## src/rtl/dff_pkg.sv

```systemverilog
// Shared types and helpers for the dff_pipe register pipeline.
package dff_pkg;

  typedef struct packed {
    logic rst;
    logic flush;
    logic en;
  } stage_ctl_t;

  // Width of a counter that must hold 0..n inclusive.
  function automatic int clog2p1(input int n);
    return $clog2(n + 1);
  endfunction

endpackage

```

## src/rtl/dff_pipe_if.sv

```systemverilog
// Data/control bundle for dff_pipe; the occ signal exists only with DFF_PIPE_OCC_EN.
interface dff_pipe_if
  import dff_pkg::*;
#(
  parameter int WIDTH = 8,
  parameter int DEPTH = 4
);
  logic             en;
  logic             flush;
  logic [WIDTH-1:0] d;
  logic             d_valid;
  logic [WIDTH-1:0] q;
  logic             q_valid;
`ifdef DFF_PIPE_OCC_EN
  localparam int OW = clog2p1(DEPTH);
  logic [OW-1:0]    occ;
`endif

  modport master (
    output en, flush, d, d_valid,
    input  q, q_valid
`ifdef DFF_PIPE_OCC_EN
    , input occ
`endif
  );

  modport slave (
    input  en, flush, d, d_valid,
    output q, q_valid
`ifdef DFF_PIPE_OCC_EN
    , output occ
`endif
  );
endinterface

```

## src/rtl/dff_stage.sv

```systemverilog
// One pipeline stage: WIDTH-bit data register plus valid bit, priority rst > flush > en > hold.
module dff_stage
  import dff_pkg::*;
#(
  parameter int               WIDTH   = 8,
  parameter logic [WIDTH-1:0] RST_VAL = '0
) (
  input  logic             clk,
  input  stage_ctl_t       ctl_i,
  input  logic [WIDTH-1:0] d_i,
  input  logic             vld_i,
  output logic [WIDTH-1:0] q_o,
  output logic             vld_o
);
  logic [WIDTH-1:0] q_q, q_d;
  logic             v_q, v_d;

  // Data loads regardless of valid; the valid bit only ever comes from vld_i.
  always_comb begin
    q_d = q_q;
    v_d = v_q;
    if (ctl_i.rst || ctl_i.flush) begin
      q_d = RST_VAL;
      v_d = 1'b0;
    end else if (ctl_i.en) begin
      q_d = d_i;
      v_d = vld_i;
    end
  end

  always_ff @(posedge clk) begin
    q_q <= q_d;
    v_q <= v_d;
  end

  assign q_o   = q_q;
  assign vld_o = v_q;
endmodule

```

## src/rtl/dff_pipe.sv

```systemverilog
// DEPTH-stage retiming pipeline with stall and flush; DFF_PIPE_OCC_EN adds the occ counter.
module dff_pipe
  import dff_pkg::*;
#(
  parameter int               WIDTH   = 8,
  parameter int               DEPTH   = 4,
  parameter logic [WIDTH-1:0] RST_VAL = '0
) (
  input  logic        clk,
  input  logic        rst,
  dff_pipe_if.slave   bus
);
  if (DEPTH < 1) begin : g_bad_depth
    $error("dff_pipe: DEPTH must be >= 1");
  end

  stage_ctl_t                   ctl;
  logic [DEPTH-1:0][WIDTH-1:0]  data;
  logic [DEPTH-1:0]             vld;

  assign ctl = '{rst: rst, flush: bus.flush, en: bus.en};

  for (genvar i = 0; i < DEPTH; i++) begin : g_stage
    logic [WIDTH-1:0] din;
    logic             vin;
    if (i == 0) begin : g_head
      assign din = bus.d;
      assign vin = bus.d_valid;
    end else begin : g_body
      assign din = data[i-1];
      assign vin = vld[i-1];
    end

    dff_stage #(.WIDTH(WIDTH), .RST_VAL(RST_VAL)) u_stage (
      .clk   (clk),
      .ctl_i (ctl),
      .d_i   (din),
      .vld_i (vin),
      .q_o   (data[i]),
      .vld_o (vld[i])
    );
  end

  assign bus.q       = data[DEPTH-1];
  assign bus.q_valid = vld[DEPTH-1];

`ifdef DFF_PIPE_OCC_EN
  localparam int OW = clog2p1(DEPTH);
  logic [OW-1:0] occ_q, occ_d;

  // Entering and leaving words on the same advancing edge cancel out.
  always_comb begin
    occ_d = occ_q;
    if (rst || bus.flush)
      occ_d = '0;
    else if (bus.en)
      occ_d = occ_q + OW'(bus.d_valid) - OW'(vld[DEPTH-1]);
  end

  always_ff @(posedge clk) begin
    occ_q <= occ_d;
  end

  assign bus.occ = occ_q;

  always @(posedge clk) begin
    if (!rst) begin
      assert (occ_q <= OW'(DEPTH)) else $error("dff_pipe: occ above DEPTH");
      assert (occ_q == OW'($countones(vld))) else $error("dff_pipe: occ differs from valid count");
    end
  end
`endif
endmodule

```

## src/flat_wrapper.sv

```systemverilog
// flat-port wrapper written by rule: the top's interface ports become plain ports
module dff_pipe_flat import dff_pkg::*;
#(
  parameter int               WIDTH   = 8,
  parameter int               DEPTH   = 4,
  parameter logic [WIDTH-1:0] RST_VAL = '0
)
  (clk, rst, bus_en, bus_flush, bus_d, bus_d_valid, bus_q, bus_q_valid);
  dff_pipe_if #(.WIDTH(WIDTH), .DEPTH(DEPTH)) bus_i ();
  input  logic clk;
  input  logic rst;
  input wire logic [$bits(bus_i.en)-1:0] bus_en;
  input wire logic [$bits(bus_i.flush)-1:0] bus_flush;
  input wire logic [$bits(bus_i.d)-1:0] bus_d;
  input wire logic [$bits(bus_i.d_valid)-1:0] bus_d_valid;
  output wire logic [$bits(bus_i.q)-1:0] bus_q;
  output wire logic [$bits(bus_i.q_valid)-1:0] bus_q_valid;
  assign bus_i.en = bus_en;
  assign bus_i.flush = bus_flush;
  assign bus_i.d = bus_d;
  assign bus_i.d_valid = bus_d_valid;
  assign bus_q = bus_i.q;
  assign bus_q_valid = bus_i.q_valid;
  dff_pipe #(.WIDTH(WIDTH), .DEPTH(DEPTH), .RST_VAL(RST_VAL)) u_core (.clk(clk), .rst(rst), .bus(bus_i));
endmodule
```

## config.mk

```make
export PLATFORM = sky130hd
export DESIGN_NAME = dff_pipe_flat
export DESIGN_NICKNAME = d
export VERILOG_FILES = /design/src/rtl/dff_pkg.sv /design/src/rtl/dff_pipe_if.sv /design/src/rtl/dff_stage.sv /design/src/rtl/dff_pipe.sv /design/src/flat_wrapper.sv
export SDC_FILE = /design/constraint.sdc
export NUM_CORES = 1
export LEC_CHECK = 0
export ABC_CLOCK_PERIOD_IN_PS = 800
export CAP_MARGIN = 10
export CELL_PAD_IN_SITES_DETAIL_PLACEMENT = 1
export CELL_PAD_IN_SITES_GLOBAL_PLACEMENT = 1
export CORE_MARGIN = 2
export CORE_UTILIZATION = 42
export CTS_BUF_LIST = sky130_fd_sc_hd__clkbuf_2
export DETAILED_ROUTE_END_ITERATION = 8
export PLACE_DENSITY = 0.88
export SLEW_MARGIN = 20
export SYNTH_ARGS = -nofsm -noshare
export SYNTH_HDL_FRONTEND = slang
export SYNTH_HIERARCHICAL = 1
export SYNTH_SLANG_ARGS = --single-unit
export TNS_END_PERCENT = 5
```

## constraint.sdc

```tcl
create_clock -name clk -period 0.8 [get_ports clk]
set_input_delay 0.08 -clock clk [delete_from_list [all_inputs] [get_ports clk]]
set_output_delay 0.08 -clock clk [all_outputs]
set_load 0.01 [all_outputs]
```

==> flow_summary.yaml, run 1 <==
run_status:
  status: "finished with violations"
  violations: "setup timing"
timing:
  hold_viol: 0
  fin_crit_ns: 0.9072
  fin_worst_skew_ns: 0.01226
  slew_viol_final: 0
  layout_setup_ws_ns: -0.1072
  timing.slew.headroom: 0.7874
  setup_viol: 9
  worst_slew_pin_slew_ns: 0.3189
  fmax_mhz: 1102
  period_share: 1.134
  grt_setup_unrepaired: "true"
critical_path:
  path_cells: "buf_6"
  r2r_slack_ns: 0.07
  end_kind: "output pin"
  critPathCapture: "bus_q[7]"
  reg2regPathDepth: 3
  critPathLaunch: "u_core/g_stage[3].u_stage/q_o[7]"
  start_kind: "register"
  crit_path_max_fanout: 2
  crit_type: "register to output pin"
  crit_family: "flip-flops"
  reg2reg_to: "u_core/g_stage[3].u_stage/q_o[5]"
  crit_arrival_ns: 0.83
  reg2reg_from: "u_core/g_stage[3].u_stage/q_o[5]"
  cp_num_buf_inv: 1
  slowest_delay_ns: 0.36
  slowest_stage: "dfxtp_2"
  cp.depth: 1
  required_ns: 0.72
cells_and_area:
  finalInstanceArea_um2: 1600
  drive_above_1_share: 0.2083
  fin_util: 0.5285
  area_growth_pct: 21.58
  final_cell_mix: "mux2i_1, nor2_1, dfxtp_1"
  diodes: 0
  nets: 156
floorplanning:
  die_h_um: 59.98
  io_pins: 22
  die_area_um2: 3598
  die-width_um: 59.98
  core-area_um2: 3028
  floorplan.initialDensity: 0.4347
  num_rows: 20
hold_path:
  hold_class: "input port to register"
synth:
  synth.area.mux_share: 0.2738
  synthTopCellsByArea: "dfxtp_1, mux2i_1, nor2_1"
  synth.distinct_cells: 6
  syn_inst: 120
  yosys.area_share.simple: 0.1217
  synth_top_family_by_area: "multiplexers"
  synth_compound_area_frac: 0
  ys_ff_latch: 36
  synthAdderAreaFrac: 0
  syn-num-nets: 133
  syn_avg_cell_area_um2: 10.97
  synth_xor_area_frac: 0
  yosys_warnings: 6
  syn-cell-area_um2: 1316
  synth_top_area_cell: "dfxtp_1"
  yosysTopAreaCellShare: 0.5475
  yosysSeqAreaShare: 0.5475
flow_run:
  max_cap_viol_count: 0
cts:
  clkSinkCount: 36
  clk_path_buf_depth: 2
  clk_pin_slew_ns: 0.16
  cts-buffers-inserted: 5
  clock_latency_ns: 0.36
  root_buffer: "clkbuf_2"
  tritoncts: "done"
  ctsHoldBuffers: 0
  h-tree-depth: 2
power_and_ir_drop:
  vdd_drop_max_v: 0.0008895
  leakagePower_nw: 0.6912
  p_per_area_nw_per_um2: 1754
route:
  antenna_left: 0
  vias_per_cell: 4.612
  drt-total-wl_um: 2333
  num_vias: 867
  first_pass_iters: 3
  drc: 0
  wl_per_cell_um: 12.41
  drt_iter0_drc: 23
placement:
  dp_slack_ns: -0.5129
  portBuffers: 21
  place_congestion: 0.6323
  place_area_um2: 1529
grt:
  antenna_found_initial: 0
  groute.usage.overall: 0.1441
  grt_pass1_wl_um: 3732
  grt.overflow.total: 0
  first_global_vias: 895
  grt_max_degree: 28
[stage by stage]
stage	cells	setup TNS, ns	total power [mW]	hold WS, ns
after CTS	188	-1.228	2.862	0.2060
after floorplan	120	0	2.016	0.2272
after global placement	179	-15.25	2.075	0.4767
after detailed placement	179	-18.11	2.084	0.4899
after global routing	188	-1.384	2.939	0.2189
final	188	-0.8904	2.806	0.2341
[flip-flops by register name, summed over array words and instances, names as in the netlist]
register                      flops
u_core/g_stage.u_stage/q_o       32
u_core/g_stage.u_stage/vld_o      4
[worst min path at each step]
stage	start	to	slack [ns]	cells after the start
finish	bus_en	u_core/g_stage[3].u_stage/q_o[4]	0.23	4
global route	bus_en	u_core/g_stage[3].u_stage/q_o[4]	0.22	4
global placement	u_core/g_stage[3].u_stage/q_o[4]	u_core/g_stage[3].u_stage/q_o[4]	0.48	2
CTS	bus_en	u_core/g_stage[3].u_stage/q_o[4]	0.21	4
detailed placement	u_core/g_stage[1].u_stage/q_o[2]	u_core/g_stage[1].u_stage/q_o[2]	0.49	2
floorplan	bus_d[0]	u_core/g_stage[0].u_stage/q_o[0]	0.23	2
[layout make-up]
| type | count | area [µm²] |
|---|---|---|
| multi-input cells | 76 | 523.0 |
| clock buffers | 7 | 35.03 |
| fillers | 339 | 1428 |
| repair buffers | 24 | 251.5 |
| well taps | 44 | 55.05 |
| clock inverters | 1 | 3.754 |
| flip-flops and latches | 36 | 732.0 |
[cells in the mapped netlist]
| master | instances |
|---|---|
| nor2_1 | 36 |
| dfxtp_1 | 36 |
| or2_0 | 4 |
| mux2i_1 | 36 |
| buf_6 | 4 |
| buf_4 | 4 |
[layer usage]
metal / part of all wire / vias up / GRT usage / wire (µm)
met5: 0 / - / 0 / 0
met4: 0.012 / 0 / 0.08571 / 28
met3: 0.052 / 4 / 0.03896 / 122
met2: 0.53 / 19 / 0.2593 / 1242
met1: 0.40 / 407 / 0.1465 / 940
li1: - / 437 / - / -
[cells by family after synthesis]
group                  Yosys count
buffers and inverters            8
flip-flops                      36
multiplexers                    36
AND/OR/NAND/NOR                 40
[where the power goes]
part	switching [mW]	internal (mW)
combinational	0.101	0.122
sequential	0.0106	1.81
clock	0.526	0.234
[repair_timing]
item,CTS,global route
setup buffers,1,0
resized for setup,58,1
setup endpoints to repair,45,10
Power figures use the tool's default switching activity.
==> run 2: changes to the inputs <==
--- a/config.mk
+++ b/config.mk
@@ -9,7 +9,7 @@
 export CAP_MARGIN = 10
 export CELL_PAD_IN_SITES_DETAIL_PLACEMENT = 1
 export CELL_PAD_IN_SITES_GLOBAL_PLACEMENT = 1
-export CORE_MARGIN = 2
+export CORE_MARGIN = 4
 export CORE_UTILIZATION = 42
 export CTS_BUF_LIST = sky130_fd_sc_hd__clkbuf_2
 export DETAILED_ROUTE_END_ITERATION = 8
==> run 2 against run 1 <==
The flow still finishes with violations (setup timing). Power up 12%. Clock power up 45%. Critical endpoint is now bus_q[0]. Sequential share of layout area down 0.67 points. Maximum frequency down 0.88%. Via count down 0.46%. Die area up 14%. Setup slack worse by 0.0080 ns. Combinational power about the same. Critical path depth unchanged. Highest routed layer is now met3. First-iteration DRC count down 17%. Clock-buffer cell count down 1.
==> flow_summary.yaml, run 2 (same netlist as run 1, synthesis figures left out) <==
hold_path:
  holdPathStages: 4
  hold_class: "input port to register"
  holdPathEnd: "u_core/g_stage[2].u_stage/q_o[0]"
  hp-start: "bus_en"
critical_path:
  cp.depth: 1
  end_kind: "output pin"
  crit_type: "register to output pin"
  path_cells: "buf_6"
  r2r_slack_ns: 0.03
  crit_family: "flip-flops"
  slowest_delay_ns: 0.37
  slowest_stage: "dfxtp_2"
  reg2reg_to: "u_core/g_stage[3].u_stage/q_o[2]"
  start_kind: "register"
  required_ns: 0.72
  crit_arrival_ns: 0.84
  reg2reg_from: "u_core/g_stage[3].u_stage/q_o[2]"
  cp_num_buf_inv: 1
  reg2regPathDepth: 3
  crit_path_max_fanout: 2
timing:
  setup_viol: 9
  fin_worst_skew_ns: 0.01941
  period_share: 1.144
  fin_crit_ns: 0.9152
  grt_setup_unrepaired: "true"
  layout_setup_ws_ns: -0.1152
  fmax_mhz: 1093
  hold_viol: 0
  slew_viol_final: 0
  timing.slew.headroom: 0.7821
  holdWs_ns: 0.2208
  worst_slew_pin_slew_ns: 0.3268
cells_and_area:
  nets: 156
  area_growth_pct: 23.38
  diodes: 0
  finalInstanceArea_um2: 1624
  largest_reg_flops: 32
  final_cell_mix: "mux2i_1, nor2_1, dfxtp_1"
  finalNonFillerCells: 188
  drive_above_1_share: 0.2083
placement:
  place_area_um2: 1529
  placed_cells: 179
  dpl.hpwl_um: 1834
  place_congestion: 0.6669
  portBuffers: 21
cts:
  clkSinkCount: 36
  clk_path_buf_depth: 2
  cts-buffers-inserted: 5
  root_buffer: "clkbuf_2"
  ctsHoldBuffers: 0
  tritoncts: "done"
  clk_pin_slew_ns: 0.18
  h-tree-depth: 2
  clock_latency_ns: 0.36
power_and_ir_drop:
  p_clk_frac: 0.349
  switchingPower_uw: 668.5
  p_per_area_nw_per_um2: 1934
  seqPwrFrac: 0.581
  total_power_mw: 3.141
  power.internal_mw: 2.472
  pwr-share-comb: 0.070
  vdd_drop_max_v: 0.001200
  leakagePower_nw: 0.7020
  swShare: 0.2128
floorplanning:
  core-area_um2: 3028
  num_rows: 20
  die_area_um2: 4093
  io_pins: 22
  die-width_um: 63.98
  floorplan.initialDensity: 0.4347
  die_h_um: 63.98
grt:
  groute.usage.overall: 0.1338
  first_global_vias: 955
  grt_pass1_wl_um: 4202
  grt_max_degree: 29
  antenna_found_initial: 0
  grt.overflow.total: 0
flow_run:
  max_cap_viol_count: 0
route:
  first_pass_iters: 4
  drc: 0
  antenna_left: 0
  wl_per_cell_um: 12.93
  drt-total-wl_um: 2430
  drt_iter0_drc: 19
  num_vias: 863
  vias_per_cell: 4.590
run_status:
  status: "finished with violations"
  violations: "setup timing"
==> run 2: cell type report <==
cell class | count | area (µm²)
tap | 44 | 55.05
sequential | 36 | 732.0
clock inverter | 2 | 35.03
timing repair buffer | 24 | 251.5
multi-input combinational | 76 | 520.5
fill | 338 | 1404
clock buffer | 6 | 30.03
==> run 2: repair_timing <==
item	in CTS	in global routing
setup buffers	1	0
gates resized for setup	58	0
hold endpoints to repair	0	0
setup endpoints to repair	45	10
==> run 2: layer usage <==
layer  wire length, µm  GRT usage
met1               963     0.1383
met5                 0          0
met3               113    0.05272
met2              1352     0.2452
met4                 0    0.04043
==> run 2: how the worst max path moves through the flow <==
stage	startpoint	to	slack (ns)
6_report	u_core/g_stage[3].u_stage/q_o[0]	bus_q[0]	-0.12
5_1_grt	u_core/g_stage[3].u_stage/vld_o	bus_q_valid	-0.20
4_1_cts	u_core/g_stage[3].u_stage/vld_o	bus_q_valid	-0.15
3_5_place_dp	rst	u_core/g_stage[2].u_stage/q_o[7]	-0.52
3_3_place_gp	bus_flush	u_core/g_stage[3].u_stage/vld_o	-0.45
2_1_floorplan	u_core/g_stage[3].u_stage/q_o[0]	u_core/g_stage[3].u_stage/q_o[0]	0.21
==> run 2: stage by stage <==
| step | setup TNS [ns] | utilization | setup slack [ns] |
|---|---|---|---|
| 6_report | -0.9537 | 0.5364 | -0.1152 |
| 5_1_grt | -1.694 | 0.5364 | -0.2004 |
| 4_1_cts | -1.292 | 0.5364 | -0.1488 |
| 3_5_place_dp | -18.46 | 0.5050 | -0.5222 |
| 3_3_place_gp | -16.03 | 0.5050 | -0.4511 |
| 2_1_floorplan | 0 | - | 0.2096 |
==> run 2: power groups by stage <==
stage	registers, mW	logic (mW)	clock network (mW)
2_1_floorplan	1.86	0.157	0
3_3_place_gp	1.86	0.214	0
3_5_place_dp	1.86	0.221	0
4_1_cts	1.83	0.223	1.15
5_1_grt	1.83	0.239	1.24
6_report	1.82	0.219	1.10
